### config.mk
export PLATFORM = sky130hd
export DESIGN_NAME = stream_packer
export DESIGN_NICKNAME = d
export VERILOG_FILES = /design/src/rtl/stream_packer.sv
export SDC_FILE = /design/constraint.sdc
export NUM_CORES = 1
export LEC_CHECK = 0
export BUFFER_PORTS_ARGS = -buffer_cell sky130_fd_sc_hd__buf_2
export CORE_AREA = 2 2 137 139
export DETAILED_ROUTE_END_ITERATION = 8
export DIE_AREA = 0 0 139 141
export PLACE_DENSITY = 0.93
export SYNTH_ARGS = -nofsm -noshare
export SYNTH_HDL_FRONTEND = slang
export SYNTH_SLANG_ARGS = --single-unit
### constraint.sdc
create_clock -name clk -period 3.6 [get_ports clk]
set_input_delay 0.18 -clock clk [delete_from_list [all_inputs] [get_ports clk]]
set_output_delay 0.18 -clock clk [all_outputs]
set_load 0.01 [all_outputs]
### src/rtl/stream_packer.sv
// stream_packer: packs RATIO consecutive IN_WIDTH-bit beats into one
// IN_WIDTH*RATIO-bit word, first beat in lane 0. Registered output stage with
// valid/ready handshake; a new word can load in the same cycle the held word
// is taken, so the sustained rate is one beat per cycle.
// Optional feature: define STREAM_PACKER_FLUSH_ON_LAST_EN to let a beat with
// in_last close a partial word (out_keep marks the filled lanes).
module stream_packer #(
  parameter int IN_WIDTH = 32,
  parameter int RATIO    = 4
) (
  input  logic                      clk,
  input  logic                      rst_n,
  input  logic                      in_valid,
  output logic                      in_ready,
  input  logic [IN_WIDTH-1:0]       in_data,
  input  logic                      in_last,
  output logic                      out_valid,
  input  logic                      out_ready,
  output logic [IN_WIDTH*RATIO-1:0] out_data,
  output logic [RATIO-1:0]          out_keep,
  output logic                      out_last
);

  localparam int OW = IN_WIDTH * RATIO;
  localparam int CW = (RATIO > 1) ? $clog2(RATIO) : 1;
  localparam logic [CW-1:0] LAST_LANE = CW'(RATIO - 1);

  logic [CW-1:0]    cnt;
  logic [OW-1:0]    lanes;
  logic [OW-1:0]    word_next;
  logic [RATIO-1:0] keep_next;
  logic             accept;
  logic             complete;

  // Stall upstream only while a held word has not been taken.
  assign in_ready = !out_valid || out_ready;
  assign accept   = in_valid && in_ready;

`ifdef STREAM_PACKER_FLUSH_ON_LAST_EN
  assign complete = accept && ((cnt == LAST_LANE) || in_last);
`else
  assign complete = accept && (cnt == LAST_LANE);
`endif

  // Current lane storage with the incoming beat merged into lane cnt; lanes
  // above cnt are still zero, so a flushed partial word needs no masking.
  always_comb begin
    word_next = lanes;
    keep_next = '0;
    for (int unsigned k = 0; k < RATIO; k++) begin
      if (CW'(k) == cnt) word_next[k*IN_WIDTH +: IN_WIDTH] = in_data;
`ifdef STREAM_PACKER_FLUSH_ON_LAST_EN
      if (CW'(k) <= cnt) keep_next[k] = 1'b1;
`endif
    end
`ifndef STREAM_PACKER_FLUSH_ON_LAST_EN
    keep_next = '1;
`endif
  end

  // Lane counter and partial-word storage; cleared whenever a word completes.
  always_ff @(posedge clk or negedge rst_n) begin
    if (!rst_n) begin
      cnt   <= '0;
      lanes <= '0;
    end else if (complete) begin
      cnt   <= '0;
      lanes <= '0;
    end else if (accept) begin
      cnt   <= cnt + 1'b1;
      lanes <= word_next;
    end
  end

  // Output register: load on completion (even while the old word is being
  // taken), drop valid on a transfer without a replacement, else hold.
  always_ff @(posedge clk or negedge rst_n) begin
    if (!rst_n) begin
      out_valid <= 1'b0;
      out_data  <= '0;
      out_keep  <= '0;
      out_last  <= 1'b0;
    end else if (complete) begin
      out_valid <= 1'b1;
      out_data  <= word_next;
      out_keep  <= keep_next;
      out_last  <= in_last;
    end else if (out_valid && out_ready) begin
      out_valid <= 1'b0;
    end
  end

endmodule

# Yosys cells after proc, flatten, opt, wreduce, memory -nomap -nowiden
# Index checks and enable logic that the tools add are counted.
[totals] out_inout_bits=135 wordCells=29 register_bits=261 in_bits=37
[classes] n_reduce_logical=8 eq_ne=4 mux=10 addsub=1
[ops] cell="128-bit two-way mux" n=2
[ops] cell="32-bit two-way mux" n=4
[ops] cell="2-bit equality test, first input constant" n=2
[ops] cell="2-bit two-way mux" n=2
[ops] cell="2-bit nonzero test" n=2
[ops] cell="1-bit logical AND" n=3
[ops] cell="2-bit by 1-bit adder with 2-bit output, second input constant" n=1
[ops] cell="1-bit by 2-bit equality test with 1-bit output, first input constant" n=1
[ops] cell="2-bit equality test, second input constant" n=1
[ops] cell="2-bit logical NOT" n=1
[ops] cell="1-bit two-way mux" n=2
[ops] cell="1-bit logical NOT" n=1
[ops] cell="1-bit logical OR" n=1

# Longest topological paths before layout
# Gate-level depths: netlist (run 1).
[logic_depth] depth_word=5 ltp_mapped=7 depth_no_buf=5

# Least setup slack after synthesis (run 1)
# No wires, ideal clock.
[synth_timing] path_kind="reg2reg" startpoint="reg cnt[0]" endpoint="reg out_data[100]" t_required_ns=3.475 setup_time_ns=0.125 t_arrival_ns=1.528 path_stages_with_launch=8 synth_period_minus_slack_ns=1.653 n_path_buf=4 slack_ns=1.947 cell_sequence="dfrtp_1 > ha_1 > buf_2 > nand3_1 > buf_4 > buf_6 > buf_6 > mux2_4"
[synth_between] elab_chain_len=2 word_cells_on_any_way=4 cone_classes="2 x eq/ne; 1 x mux; 1 x reduce/logical"
[synth_lines] item="start, declared" line="28" source="logic [CW-1:0] cnt;"
[synth_lines] item="start signal, assigned" line="70" source="cnt <= cnt + 1'b1;"
[synth_lines] item="2-bit equality test" line="42, 51"
[synth_lines] item="32-bit two-way mux / 1-bit logical AND (equally long branches)" line="51, 42"
[synth_lines] item="end signal, assigned" line="85" source="out_data <= word_next;"
[synth_lines] item="end, declared" line="19" source="output logic [IN_WIDTH*RATIO-1:0] out_data,"
# Several ways; a longest one is shown, not always the timed one.
# A chain may end at the register's enable or synchronous reset.

# Final worst setup path (run 1)
[layout_timing] startpoint="reg out_valid" endpoint="out in_ready"
[layout_between] elab_chain_len=2
[layout_lines] item="start, declared" line="17" source="output logic out_valid,"
[layout_lines] item="start signal, assigned" line="79" source="out_valid <= 1'b0;"
[layout_lines] item="start signal, assigned" line="84" source="out_valid <= 1'b1;"
[layout_lines] item="start signal, assigned" line="89" source="out_valid <= 1'b0;"
[layout_lines] item="1-bit logical NOT" line="36" source="assign in_ready = !out_valid || out_ready;"
[layout_lines] item="1-bit logical OR" line="36"
[layout_lines] item="end, declared" line="14" source="output logic in_ready,"
# No other way between the ends.

==> impl_metrics.toml, run 1 <==
[critical_path]
criticalPathCategory = "flop to primary output"
reg2reg_from = "cnt[0]"
r2r_end = "out_data[66]"
critPathLaunch = "out_valid"
crit_slowest_cell = "buf_4"
start_kind = "flop"
rr_worst_depth = 5
worstPathRequired_ps = 3420
cp-end-kind = "primary output"
rrSetupSlack_ps = 1310
arrival_ps = 2200
crit_chain = "nand2b_4 -> buf_4 -> buf_2"
cp_top_family = "buffers and inverters"
cp_num_buf_inv = 2
slowest_delay_ps = 860
worstPathMaxFanout = 97

[pwr]
fin_total_pwr_mw = 13.0
ir_drop_v = 0.000673
power_per_cell_area_nw_per_um2 = 1030
p_leak_nw = 5.98

[placement]
hpwl_microns = 14200
gp_congestion = 0.726
numPortBuffers = 171
dp_slack_ps = 1360

[finish]
diodes = 0
syn2layout_area_growth_pct = 15.7
fin_util_pct = 68.8
drive_gt1_share_pct = 36.5
final_nets = 1008

[sta]
fin_crit_sh_pct = 66.1
grt_setup_unrepaired = "false"
final-max-slew-violation-count = 0
max_clock_freq_mhz = 420
finalHoldViolations = 0
fin_ws_ps = 1220
setup_viol = 0
slew_headroom_pct = 23.8
max_slew.worst_pin.slew_ps = 1140
fin_tns_setup_ps = 0
period_minus_slack_ps = 2380
fin_skew_ps = 7.60

[min_path]
hp-class = "input port to flop"
hold_end = "out_data[116]"
min-delay-start = "in_data[20]"
min_path_cells = 2

[routing]
via_count = 7805
route.detailed.drc = 0
drt_pre_antenna_iters = 4
viasPerCell = 6.41
drt_iter0_drc = 553
post_drt_wl_per_cell_microns = 20.3
antenna_left = 0
wl_microns = 24700

[grt]
grt_pass1_vias = 7766
grt_max_degree = 124
grt_pass1_wl_microns = 40600
grtUsageTotal_pct = 24.9
overflow = 0
antenna_found_initial = 0

[yosys]
postSynthAreaPerCell_sq_um = 12.8
synth.most_common_cell = "dfrtp_1"
synth-seq-cells = 229
ys_types = 18
synth.net_count = 889
async_flop_share_pct = 100
synthesis.area_sq_um = 10900
synthTopCellsByCount = "dfrtp_1, a21o_1, a41oi_1, nor2b_1, o2bb2ai_1"
yosysTopAreaCell = "dfrtp_1"
netlist_instances = 848
synthTopCellsByArea = "dfrtp_1, mux2_2, a41oi_1"
yosys_most_used_dff = "dfrtp_1"
synth-edff-count = 0
ys_seq_area_share_pct = 52.7
yosys.area.top_type_share_pct = 52.7
yosys_warnings = 0

[run]
cap_violations = 0

[clocking]
cts_resized = 0
path_clk_slew_ps = 60
post-cts-setup-buffers = 0
cts_buffers = 24
htreeDepth = 1
hold_buffers = 3
numClockSinks = 229
ctsLongestPathBuffers = 3
cts_tree = "built"
cts_root_buf = "clkbuf_16"
clk_latency_ps = 510

[outcome]
status = "finished clean"

[floorplan]
core_area_sq_um = 18300
rows = 50
die_w_microns = 139
ios = 172
fp.dieArea_sq_um = 19600
start_util_pct = 59.5
die_h_microns = 141
-- sequential cells by signal (all words and copies together) (netlist names) --
signal and cells:
out_valid 1, out_last 1, out_data 128, cnt 2
out_keep 1, lanes 96
-- cell families after synthesis --
logic type	synth area share, %
and+or+nand+nor	5.79
adders and majority gates	0.461
AOI/OAI and AO/OA	22.1
muxes	14.8
DFF	52.7
buffers and inverters	4.07
-- worst register-to-register path, delay by kind of cell (launching register included) --
kind / cells / cell delay [ps]
fa+ha+maj: 1 / 800
flops: 1 / 460
buf+inv: 1 / 190
simple gates: 1 / 240
mux: 1 / 270
compound gates: 1 / 210
-- worst max-delay path by stage --
stage | endpoint | cells past startpoint | slack [ps]
4_1_cts | in_ready | 3 | 1210
3_5_place_dp | out_data[14] | 5 | 1360
6_report | in_ready | 3 | 1220
3_3_place_gp | out_data[88] | 5 | 1440
5_1_grt | in_ready | 3 | 1130
2_1_floorplan | out_data[100] | 7 | 1950
-- routing by layer --
metal	GRT usage [%]	up-vias	wire length, microns	part of all wire (%)
li1	-	3482	-	-
met1	35.7	4006	10800	44
met2	40.3	270	12100	49
met3	3.94	47	1380	5.6
met4	5.95	0	454	1.8
met5	0	-	0	0
-- area by class of cell --
type                    instances  area [sq um]
inverters                       2          7.51
clock inverters                10          52.6
repair buffers                185          1020
fillers                      1272          5700
flip-flops and latches        229          5730
well taps                     234           293
clock buffers                  33           696
multi-input cells             525          4770
-- placed cells by master (no fill, tap or decap) --
cell and instances:
nand3_4 1, buf_2 169, mux2_4 36, inv_1 2
a41oi_1 96, nand2b_4 1, mux2_2 95, nand2b_1 1
nor2b_1 96, clkbuf_8 4, buf_12 3, clkinv_2 9
o2bb2ai_1 96, dfrtp_1 229, dlygate4sd3_1 3, ha_4 4
clkbuf_1 4, buf_4 9, a21o_1 96, clkinvlp_4 1
nor2_1 1, nand2_1 1, buf_8 1, clkbuf_16 25
nand2_4 1
-- metrics by stage --
stage               cell area (sq um)  cells  hold WS, ps
floorplan                       10900    848         -116
global placement                11800   1172          351
detailed placement              11800   1172          341
CTS                             12600   1218        0.961
global route                    12600   1218         21.3
finish                          12600   1218         18.7
-- power by group --
part | leakage (nW) | total [mW] | internal, mW | switching [mW]
Sequential | 2.72 | 4.67 | 3.92 | 0.744
Clock | 0.377 | 2.34 | 1.35 | 0.996
Combinational | 2.88 | 5.97 | 2.96 | 3.01
Power figures use the tool's default switching activity.
==> run 2, diff against run 1 <==
==> config.mk (replaced) <==
export PLATFORM = sky130hd
export DESIGN_NAME = stream_packer
export DESIGN_NICKNAME = d
export VERILOG_FILES = /design/src/rtl/stream_packer.sv
export SDC_FILE = /design/constraint.sdc
export NUM_CORES = 1
export LEC_CHECK = 0
export ABC_AREA = 1
export BUFFER_PORTS_ARGS = -buffer_cell sky130_fd_sc_hd__buf_2
export CORE_AREA = 2 2 146 148
export DETAILED_ROUTE_END_ITERATION = 8
export DIE_AREA = 0 0 148 150
export PLACE_DENSITY = 0.84
export SYNTH_ARGS = -nofsm -noshare
export SYNTH_HDL_FRONTEND = slang
export SYNTH_SLANG_ARGS = --single-unit
==> constraint.sdc (replaced) <==
create_clock -name clk -period 2 [get_ports clk]
set_input_delay 0.1 -clock clk [delete_from_list [all_inputs] [get_ports clk]]
set_output_delay 0.1 -clock clk [all_outputs]
set_load 0.01 [all_outputs]
==> impl_metrics.toml, run 2 <==
[sta]
period_minus_slack_ps = 1810
max_slew.worst_pin.slew_ps = 594
fin_tns_setup_ps = 0
fin_skew_ps = 17.6
slew_headroom_pct = 60.4
max_clock_freq_mhz = 552
finalHoldViolations = 0
grt_setup_unrepaired = "false"
final-max-slew-violation-count = 0
fin_crit_sh_pct = 90.6
setup_viol = 0

[yosys]
postSynthAreaPerCell_sq_um = 7.80
synth.most_common_cell = "nand2_1"
async_flop_share_pct = 100
synth-edff-count = 0
ys_seq_area_share_pct = 55.7
synthTopCellsByArea = "dfrtp_1, nand2_1, nand3_1"
yosys_warnings = 0
yosys_most_used_dff = "dfrtp_1"
synthTopCellsByCount = "nand2_1, dfrtp_1, nand3_1, clkbuf_1, nand4_1"
synthesis.area_sq_um = 10300
netlist_instances = 1319
yosysTopAreaCell = "dfrtp_1"
yosys.area.top_type_share_pct = 55.7
synth.net_count = 1360
synth-seq-cells = 229
ys_types = 14

[min_path]
hp-class = "input port to flop"

[grt]
gr-usage-met1_pct = 36.9
grt_pass1_wl_microns = 49400
grt_pass1_vias = 9442
grt_max_degree = 77
grt_use_met2_pct = 43.0
busiest_layer = "met2"
grt_use_met3_pct = 5.88
grtUsageTotal_pct = 28.2
antenna_found_initial = 0
overflow = 0

[floorplan]
ios = 172
die_h_microns = 150
fp.dieArea_sq_um = 22200
start_util_pct = 49.7
rows = 53
die_w_microns = 148
core_area_sq_um = 20700

[critical_path]
criticalPathCategory = "flop to flop"
rrSetupSlack_ps = 190
cp-end-kind = "flop"
start_kind = "flop"
worstPathRequired_ps = 2470
critPathLaunch = "cnt[0]"
r2r_end = "out_data[107]"
rr_worst_depth = 5
reg2reg_from = "cnt[0]"
worstPathMaxFanout = 31
arrival_ps = 2280
critPathCapture = "out_data[107]"

[routing]
drt_iter0_drc = 1062
via_count = 9892
antenna_left = 0
viasPerCell = 5.57
drt_pre_antenna_iters = 6
route.detailed.drc = 0
post_drt_wl_per_cell_microns = 17.8
wl_microns = 31700

[placement]
gp_congestion = 0.850
dp.cells = 1695
numPortBuffers = 171
hpwl_microns = 19500

[clocking]
path_clk_slew_ps = 60
htreeDepth = 1
cts_tree = "built"
clk_latency_ps = 530
cts_buffers = 24
numClockSinks = 229
cts_root_buf = "clkbuf_16"
post-cts-setup-buffers = 0
ctsLongestPathBuffers = 3

[finish]
drive_gt1_share_pct = 16.3
reg.largest.list = "out_data (128), lanes (96), cnt (2)"
diodes = 0
mostFrequentLayoutCell = "nand2_1"
syn2layout_area_growth_pct = 22.4
largest_reg_flops = 128
final_nets = 1527
instances_no_fill = 1776
final_cell_mix = "nand2_1, dfrtp_1, nand3_1"
largest_register = "out_data"

[run]
cap_violations = 0

[pwr]
p_int_mw = 11.7
p_leak_nw = 7.28
power_per_cell_area_nw_per_um2 = 1560
pwr-share-clk_pct = 22.2
seqPwrFrac_pct = 38.6
swShare_pct = 40.4
ir_drop_v = 0.000752
p_comb_share_pct = 39.3
switchingPower_mw = 7.93

[outcome]
status = "finished clean"
[run 2: cell count changes after synthesis, moves of 9 or more]
cell       change
nand2_1      +742
nand3_1      +193
a21o_1        -96
a41oi_1       -96
nor2b_1       -96
o2bb2ai_1     -96
mux2_2        -95
mux2_4        -36
nand4_1       +33
buf_4          +9
[run 2: per-stage QoR]
stage / total power [mW] / setup slack [ps] / util (%) / hold slack (ps) / area [sq um]
after CTS: 19.5 / 142 / 60.8 / 61.6 / 12600
final: 19.6 / 187 / 60.9 / 45.3 / 12600
after floorplan: 12.3 / 522 / - / -196 / 10300
after detailed placement: 15.0 / 411 / 55.2 / 124 / 11400
after global routing: 21.0 / 76.0 / 60.9 / 71.3 / 12600
after global placement: 14.7 / 442 / 55.2 / 123 / 11400
[run 2: metal layers]
layer / up-vias / share of wire, %
met5: - / 0
met4: 0 / 7.0
met3: 146 / 10
met2: 585 / 45
met1: 4660 / 38
li1: 4501 / -
[run 2: kinds of logic after synthesis]
kind of cell,count (synthesis),share of synthesized area [%]
flops,229,55.7
simple gates,972,38.6
compound gates,2,0.207
fa+ha+maj,4,0.486
buf+inv,112,4.97
[run 2: power groups by stage]
stage	clock, mW	sequential, mW	combinational [mW]
2_1_floorplan	0	7.82	4.44
3_5_place_dp	0	7.58	7.45
5_1_grt	4.56	7.76	8.63
6_report	4.35	7.57	7.71
4_1_cts	4.38	7.53	7.62
3_3_place_gp	0	7.51	7.18
[run 2: cell type report]
class	count	area, sq um
clock buffer	36	707
clock inverter	5	53.8
fill	1694	8100
inverter	9	33.8
multi-input combinational	978	4080
sequential	229	5730
tap	275	344
timing repair buffer	244	1640
[run 2: how the worst min path moves through the flow]
stage / startpoint / to / slack, ps / depth (start not counted)
after floorplan: rst_n / cnt[0] / -200 / 0
after global routing: out_ready / out_valid / 70 / 4
after detailed placement: rst_n / out_data[19] / 120 / 1
after CTS: in_data[11] / out_data[11] / 60 / 5
final: out_ready / out_valid / 50 / 4
after global placement: rst_n / out_data[19] / 120 / 1
[run 2: repair_timing]
action | in CTS | in global routing
endpoints found under the setup margin | 0 | 1
endpoints found under the hold margin | 105 | 0
hold buffers | 40 | 0
gates resized for setup | 0 | 2
[run 2: worst max-delay path, stage by stage, from the launching register on]
cell and delay [ps]:
dfrtp_1 430, ha_4 250, buf_6 270, nand4_1 120, dlygate4sd3_1 580, nand2_1 90
==> run 3, diff against run 2 <==
==> config.mk (replaced) <==
export PLATFORM = sky130hd
export DESIGN_NAME = stream_packer
export DESIGN_NICKNAME = d
export VERILOG_FILES = /design/src/rtl/stream_packer.sv
export SDC_FILE = /design/constraint.sdc
export NUM_CORES = 1
export LEC_CHECK = 0
export CORE_AREA = 2 2 142 144
export DETAILED_ROUTE_END_ITERATION = 8
export DIE_AREA = 0 0 144 146
export DONT_BUFFER_PORTS = 1
export PLACE_DENSITY = 0.83
export SYNTH_ARGS = -nofsm -noshare
export SYNTH_HDL_FRONTEND = slang
export SYNTH_SLANG_ARGS = --single-unit
==> impl_metrics.toml, run 3 (same netlist as run 1, synthesis figures left out) <==
[critical_path]
critPathLaunch = "cnt[1]"
rrSetupSlack_ps = 230
worstPathRequired_ps = 2390
cp-end-kind = "flop"
rr_worst_depth = 6
worstPathMaxFanout = 48
arrival_ps = 2160
reg2reg_from = "cnt[1]"
criticalPathCategory = "flop to flop"
start_kind = "flop"
r2r_end = "out_data[14]"

[sta]
grt_setup_unrepaired = "false"
finalHoldViolations = 229
max_slew.worst_pin.slew_ps = 598
slew_headroom_pct = 60.2
final-max-slew-violation-count = 0
fin_crit_sh_pct = 88.5
period_minus_slack_ps = 1770
setup_viol = 0
holdWs_ps = -719
max_clock_freq_mhz = 565
fin_tns_setup_ps = 0
fin_skew_ps = 11.9

[floorplan]
rows = 51
start_util_pct = 56.2
ios = 172
die_h_microns = 146
die_w_microns = 144
fp.dieArea_sq_um = 21000
core_area_sq_um = 19300

[clocking]
hold_buffers = 34
clk_latency_ps = 510
numClockSinks = 229
cts_buffers = 25
post-cts-setup-buffers = 0
cts_tree = "built"
cts_resized = 0
ctsLongestPathBuffers = 3
path_clk_slew_ps = 70
cts_root_buf = "clkbuf_16"
htreeDepth = 1

[grt]
grtUsageTotal_pct = 23.4
grt_pass1_vias = 7436
grt_pass1_wl_microns = 40100
grt_max_degree = 230
overflow = 0
antenna_found_initial = 0

[routing]
via_count = 7169
antenna_left = 0
drt_iter0_drc = 317
drt_pre_antenna_iters = 4
route.detailed.drc = 0
viasPerCell = 6.41
wl_microns = 24500
post_drt_wl_per_cell_microns = 22.0

[placement]
hpwl_microns = 14000
numPortBuffers = 0
dp.cells = 1040
dpl_cell_area_sq_um = 11100
gp_congestion = 0.729

[pwr]
p_leak_nw = 5.54
power_per_cell_area_nw_per_um2 = 1860
ir_drop_v = 0.00102

[finish]
final_cell_mix = "dfrtp_1, nor2b_1, a41oi_1, o2bb2ai_1, a21o_1"
syn2layout_area_growth_pct = 13.6
reg.largest.list = "out_data (128), lanes (96), cnt (2)"
instances_no_fill = 1118
ff_latch_area_sq_um = 5730
fillers = 1392
multiInputGateArea_sq_um = 4770
drive_gt1_share_pct = 23.7
diodes = 0
largest_register = "out_data"
largest_reg_flops = 128
design_area_sq_um = 12300
final_nets = 877
mostFrequentLayoutCell = "dfrtp_1"

[min_path]
hp-class = "input port to async pin"

[run]
cap_violations = 0

[outcome]
violations = "hold timing"
status = "complete, but fails checks"
## run 3: layout make-up
cell class | count | share of cell area (%)
clock inverter | 9 | 0.851
tap | 265 | 2.69
timing repair buffer | 53 | 5.17
clock buffer | 35 | 6.18
inverter | 2 | 0.0608
multi-input combinational | 525 | 38.6
sequential | 229 | 46.4
## run 3: layer usage
layer  share of wire (%)  GRT usage, %  wire, microns
met3                 6.3          5.00           1540
met2                  48          38.4          11900
met4                 1.5          5.05            379
met5                   0             0              0
met1                  44          32.2          10800
## run 3: worst max-delay path by stage
stage	end	slack [ps]	cells past startpoint
6_report	out_data[14]	230	6
5_1_grt	out_data[92]	130	6
4_1_cts	out_data[92]	230	6
3_5_place_dp	out_data[92]	240	6
3_3_place_gp	out_data[92]	290	6
2_1_floorplan	out_data[100]	350	7
## run 3: critical path: stages (launching register included)
cell     delay (ps)
dfrtp_1         450
inv_1           180
ha_4            240
buf_12          240
nor2b_1         100
a21o_1          160
mux2_2          250
## run 3: power breakdown
part           total, mW  internal, mW  switching [mW]
Combinational       9.02          4.77            4.25
Sequential          9.24          7.06            2.19
Clock               4.75          2.91            1.84
Total               23.0          14.7            8.28
## run 3: metrics by stage
step           total power, mW  setup slack (ps)  util, %
2_1_floorplan             15.9               347        -
3_3_place_gp              17.6               289     57.5
3_5_place_dp              18.1               238     57.5
4_1_cts                   23.2               230     63.9
5_1_grt                   24.6               127     63.9
6_report                  23.0               231     63.9
